--- src/rtl/bit_serial_word_driver_if.sv ---
// Word-side handshakes of the bit-serial add driver.
// Operand request channel plus result response channel.
interface bit_serial_word_driver_if #(
  parameter int WIDTH = 8
);
  logic             in_valid;
  logic             in_ready;
  logic [WIDTH-1:0] in_a;
  logic [WIDTH-1:0] in_b;
  logic             out_valid;
  logic             out_ready;
  logic [WIDTH-1:0] out_sum;
  logic             out_carry;

  modport master (
    output in_valid, in_a, in_b, out_ready,
    input  in_ready, out_valid, out_sum, out_carry
  );

  modport slave (
    input  in_valid, in_a, in_b, out_ready,
    output in_ready, out_valid, out_sum, out_carry
  );
endinterface

--- src/rtl/bit_serial_word_driver.sv ---
// Host end of a bit-serial adder: shifts operands out LSB-first,
// gathers the serial sum and returns sum and carry as a word.
module bit_serial_word_driver #(
  parameter int WIDTH = 8
) (
  input  logic clk,
  input  logic reset,
  bit_serial_word_driver_if.slave bus,
  output logic ser_clr,
  output logic ser_a,
  output logic ser_b,
  input  logic ser_sum
);
  localparam int CW = $clog2(WIDTH);

  localparam logic [1:0] IDLE  = 2'd0;
  localparam logic [1:0] SHIFT = 2'd1;
  localparam logic [1:0] DONE  = 2'd2;

  logic [1:0]       state;
  logic [CW-1:0]    cnt;
  logic [WIDTH-1:0] a_sr;
  logic [WIDTH-1:0] b_sr;
  logic [WIDTH-1:0] s_sr;
  logic [WIDTH-1:0] sum_q;
  logic             carry_q;
  logic             valid_q;

  logic             last;
  logic             cin_msb;
  logic             carry_nxt;
  logic [WIDTH-1:0] s_nxt;

  // Carry into the MSB is recovered from the MSB sum bit,
  // so the final carry needs no extra serial cycle.
  always_comb begin
    last      = (cnt == CW'(WIDTH - 1));
    cin_msb   = a_sr[0] ^ b_sr[0] ^ ser_sum;
    carry_nxt = (a_sr[0] & b_sr[0])
              | (a_sr[0] & cin_msb)
              | (b_sr[0] & cin_msb);
    s_nxt     = {ser_sum, s_sr[WIDTH-1:1]};
  end

  // Outputs decoded from state; carry clear held outside SHIFT.
  always_comb begin
    bus.in_ready  = (state == IDLE);
    bus.out_valid = valid_q;
    bus.out_sum   = sum_q;
    bus.out_carry = carry_q;
    ser_clr       = (state != SHIFT);
    ser_a         = (state == SHIFT) ? a_sr[0] : 1'b0;
    ser_b         = (state == SHIFT) ? b_sr[0] : 1'b0;
  end

  // Sequencer: load, WIDTH shift cycles, hold result until taken.
  always_ff @(posedge clk) begin
    if (!reset) begin
      state   <= IDLE;
      cnt     <= '0;
      a_sr    <= '0;
      b_sr    <= '0;
      s_sr    <= '0;
      sum_q   <= '0;
      carry_q <= 1'b0;
      valid_q <= 1'b0;
    end else begin
      unique case (state)
        IDLE: begin
          if (bus.in_valid) begin
            a_sr  <= bus.in_a;
            b_sr  <= bus.in_b;
            cnt   <= '0;
            state <= SHIFT;
          end
        end
        SHIFT: begin
          s_sr <= s_nxt;
          a_sr <= a_sr >> 1;
          b_sr <= b_sr >> 1;
          cnt  <= cnt + 1'b1;
          if (last) begin
            sum_q   <= s_nxt;
            carry_q <= carry_nxt;
            valid_q <= 1'b1;
            cnt     <= '0;
            state   <= DONE;
          end
        end
        DONE: begin
          if (bus.out_ready) begin
            valid_q <= 1'b0;
            state   <= IDLE;
          end
        end
        default: state <= IDLE;
      endcase
    end
  end
endmodule

--- src/flat_wrapper.sv ---
// flat-port wrapper written by rule: the top's interface ports become plain ports
module bit_serial_word_driver_flat 
#(
  parameter int WIDTH = 8
)
  (clk, reset, ser_clr, ser_a, ser_b, ser_sum, bus_in_valid, bus_in_a, bus_in_b, bus_out_ready, bus_in_ready, bus_out_valid, bus_out_sum, bus_out_carry);
  bit_serial_word_driver_if #(.WIDTH(WIDTH)) bus_i ();
  input  logic clk;
  input  logic reset;
  output logic ser_clr;
  output logic ser_a;
  output logic ser_b;
  input  logic ser_sum;
  input wire logic [$bits(bus_i.in_valid)-1:0] bus_in_valid;
  input wire logic [$bits(bus_i.in_a)-1:0] bus_in_a;
  input wire logic [$bits(bus_i.in_b)-1:0] bus_in_b;
  input wire logic [$bits(bus_i.out_ready)-1:0] bus_out_ready;
  output wire logic [$bits(bus_i.in_ready)-1:0] bus_in_ready;
  output wire logic [$bits(bus_i.out_valid)-1:0] bus_out_valid;
  output wire logic [$bits(bus_i.out_sum)-1:0] bus_out_sum;
  output wire logic [$bits(bus_i.out_carry)-1:0] bus_out_carry;
  assign bus_i.in_valid = bus_in_valid;
  assign bus_i.in_a = bus_in_a;
  assign bus_i.in_b = bus_in_b;
  assign bus_i.out_ready = bus_out_ready;
  assign bus_in_ready = bus_i.in_ready;
  assign bus_out_valid = bus_i.out_valid;
  assign bus_out_sum = bus_i.out_sum;
  assign bus_out_carry = bus_i.out_carry;
  bit_serial_word_driver #(.WIDTH(WIDTH)) u_core (.clk(clk), .reset(reset), .bus(bus_i), .ser_clr(ser_clr), .ser_a(ser_a), .ser_b(ser_b), .ser_sum(ser_sum));
endmodule
--- config.mk ---
export PLATFORM = sky130hd
export DESIGN_NAME = bit_serial_word_driver_flat
export DESIGN_NICKNAME = d
export VERILOG_FILES = /design/src/rtl/bit_serial_word_driver_if.sv /design/src/rtl/bit_serial_word_driver.sv /design/src/flat_wrapper.sv
export SDC_FILE = /design/constraint.sdc
export NUM_CORES = 1
export LEC_CHECK = 0
export BUFFER_PORTS_ARGS = -buffer_cell sky130_fd_sc_hd__clkbuf_2
export CAP_MARGIN = 5
export CELL_PAD_IN_SITES_DETAIL_PLACEMENT = 2
export CELL_PAD_IN_SITES_GLOBAL_PLACEMENT = 2
export CORE_MARGIN = 2
export CORE_UTILIZATION = 32
export CTS_CLUSTER_SIZE = 14
export DETAILED_ROUTE_END_ITERATION = 12
export PLACE_DENSITY = 0.82
export RECOVER_POWER = 50
export SYNTH_ARGS = -nofsm -noshare
export SYNTH_HDL_FRONTEND = slang
export SYNTH_SLANG_ARGS = --single-unit
--- constraint.sdc ---
create_clock -name clk -period 1.55 [get_ports clk]
set_input_delay 0.155 -clock clk [delete_from_list [all_inputs] [get_ports clk]]
set_output_delay 0.155 -clock clk [all_outputs]
set_load 0.03 [all_outputs]
==> results.ini <==
[timing]
max_freq_ghz=0.681
worst_slew_pin_slew_ns=0.554
hold_viol=0
fin_skew_ns=0.00389
fin_crit_ns=1.47
unrepaired_setup_endpoints_after_global_routing=no
finalSetupViolCount=0
report.final.slew_viol_count=0
setup-tns-final_ns=0
final_min_period_over_clock_period=0.947
relative_slew_margins=0.630
setup_slack_ns=0.0816

[power_and_ir_drop]
cellPowerDensity_nw_per_um2=1120
power_leakage_nw=0.739
worst_ir_drop_on_vdd_v=0.000368

[synthesis]
postSynthNetCount=187
syn_area_cell_um2=9.68
flip_flop_and_latch_count_after_synthesis=38
yosys-top-cells-area=sky130_fd_sc_hd__dfxtp_1 (49%), sky130_fd_sc_hd__o221a_2 (10%), sky130_fd_sc_hd__o21a_1 (6.7%)
synthDominantCellAreaShare=0.485
post-synth-top-count-cell=sky130_fd_sc_hd__dfxtp_1
synthArstFlopShare=0
synth_largest_area_cell=sky130_fd_sc_hd__dfxtp_1
synth_seq_area_share=0.485
synth-main-ff-cell=sky130_fd_sc_hd__dfxtp_1
synthCells=162
synth.lib_cells_used.distinct=28
syn-cell-area_um2=1570
synth_top_cells_by_count=sky130_fd_sc_hd__dfxtp_1 (38), sky130_fd_sc_hd__nand2_1 (22), sky130_fd_sc_hd__a21oi_1 (17)
ys.warnings.count=0
synth_enable_flop_cells=0

[floorplanning]
floorplan.rows=25
io_pins=35
starting_utilization_of_the_core_area=0.332
die_width_um=74.0
floorplan.die_area_um2=5480
design.core.area_um2=4720
die_height_um=74.0

[global_routing]
grt_util_all_layers=0.166
grt_overflow=0
grt_start_max_net_pins=25
antenna_found_initial=0
grt_pass1_vias=1442
grt_first_pass_wirelength_um=6780

[setup_path]
critical_path_startpoint=u_core.state[0]
reg2reg_slack_ns=0.14
reg2reg_depth=5
crit_arrival_ns=1.31
setup.worst_path.class=register to output pin
cp-end-kind=output pin
critPathMaxFanout=24
cp.required_ns=1.39
r2r-start=u_core.state[0]
timing.critical_path.to=ser_a
crit_path_start_kind=register
timing.rr.end=u_core.bus.out_sum[3]

[hold_path]
hold_path.startpoint=bus_in_a[7]
hp-class=input port to register

[placed_design]
placed_cells=258
port-buffer-count=34
place_ws_ns=0.0626
detailed_place_hpwl_um=3020
routabilityCongestion=0.747

[clock_network]
htree_num_levels=2
clock_tree_from_tritoncts=built
cts_num_sinks=38
cts_hold_repair.buffers=0
tritoncts.num_buffers=5
clockRootBuffer=sky130_fd_sc_hd__clkbuf_8
cts.path.max_buffers=2
path_clk_slew_ns=0.08
worst_skew_pair.late_latency_ns=0.30

[job]
maxCapViolations=0

[detailed_routing]
drt_iter0_drc=38
vias=1351
drt-vias-per-instance=5.06
drc=0
drtAntennaViolNets=0
dr.pass1.iters=4
route.detailed.wl_per_inst_um=15.5
routed_wirelength_um=4140

[layout]
n_antenna_cell=0
finish.net_count=224
stdcell_count=267
drive_above_1_share=0.285
areaGrowthSynthToFinish_pct=20.4

[outcome]
status=complete, no violations

## final cells by class
class,instances,area (µm²)
fill,526,2840
sequential,38,761
multi-input combinational,108,712
timing repair buffer,41,201
tap,67,83.8
clock buffer,5,68.8
clock inverter,3,40.0
inverter,5,21.3
## cells by family (layout without fill, tap and decap cells)
logic type                 after synthesis  after routing  share of synthesized area
buffers and inverters                   16             54                     0.0622
and+or+nand+nor                         49             49                      0.141
adders and majority gates                4              4                     0.0367
muxes                                    1              1                    0.00638
AOI/OAI and AO/OA                       54             54                      0.268
DFF                                     38             38                      0.485
## worst min-delay path by stage
stage / end / slack [ns] / cells after the start
CTS: u_core.a_sr[7] / 0.12 / 3
finish: u_core.a_sr[7] / 0.12 / 3
global route: u_core.a_sr[4] / 0.12 / 2
global placement: u_core.a_sr[7] / 0.42 / 3
detailed placement: u_core.a_sr[7] / 0.44 / 3
floorplan: u_core.s_sr[7] / 0.29 / 2
## where the power goes
| part | switching (mW) | internal [mW] |
|---|---|---|
| registers | 0.0261 | 1.02 |
| clock network | 0.380 | 0.474 |
| logic | 0.124 | 0.0975 |
## critical path: stages, from the launching register on
cell	delay [ns]
sky130_fd_sc_hd__dfxtp_1	0.37
sky130_fd_sc_hd__nor2b_4	0.19
sky130_fd_sc_hd__inv_4	0.12
sky130_fd_sc_hd__nor2_1	0.12
sky130_fd_sc_hd__buf_2	0.21
## repair_timing
action / CTS / global route
endpoints found under the setup margin: 2 / 16
buffers inserted: 1 / 0
resized for setup: 0 / 3
## through the flow
step	power (mW)	util	hold WS [ns]	area, µm²
after global placement	1.27	0.379	0.423	1790
after detailed placement	1.29	0.379	0.441	1790
after global routing	2.21	0.400	0.125	1890
after CTS	2.15	0.404	0.121	1910
after floorplan	1.22	-	0.291	1570
final	2.12	0.400	0.125	1890
## registers in the layout, summed over array words and instances, names as in the netlist
name,flops
u_core.bus.out_sum,8
u_core.cnt,3
u_core.s_sr,7
u_core.bus.out_carry,1
u_core.a_sr,8
u_core.state,2
u_core.b_sr,8
u_core.bus.out_valid,1
## placed cells by master, fill, tap and decap left out, drive strengths merged, types with 2 or more instances in the layout
| cell | count |
|---|---|
| ha | 3 |
| o21a | 14 |
| clkbuf | 40 |
| dfxtp | 38 |
| nor2 | 14 |
| nand2 | 23 |
| nand3 | 8 |
| a32oi | 2 |
| a21oi | 17 |
| o221a | 14 |
| buf | 6 |
| inv | 5 |
| clkinv | 2 |
| a22oi | 4 |
## metal layers
| metal | global-route usage | routed length (µm) | vias to the layer above |
|---|---|---|---|
| li1 | - | - | 652 |
| met3 | 0.0393 | 168 | 7 |
| met4 | 0.0848 | 79 | 0 |
| met5 | 0 | 0 | - |
| met2 | 0.286 | 2130 | 28 |
| met1 | 0.192 | 1770 | 664 |
Note: power is estimated with default switching activity, not from simulation.
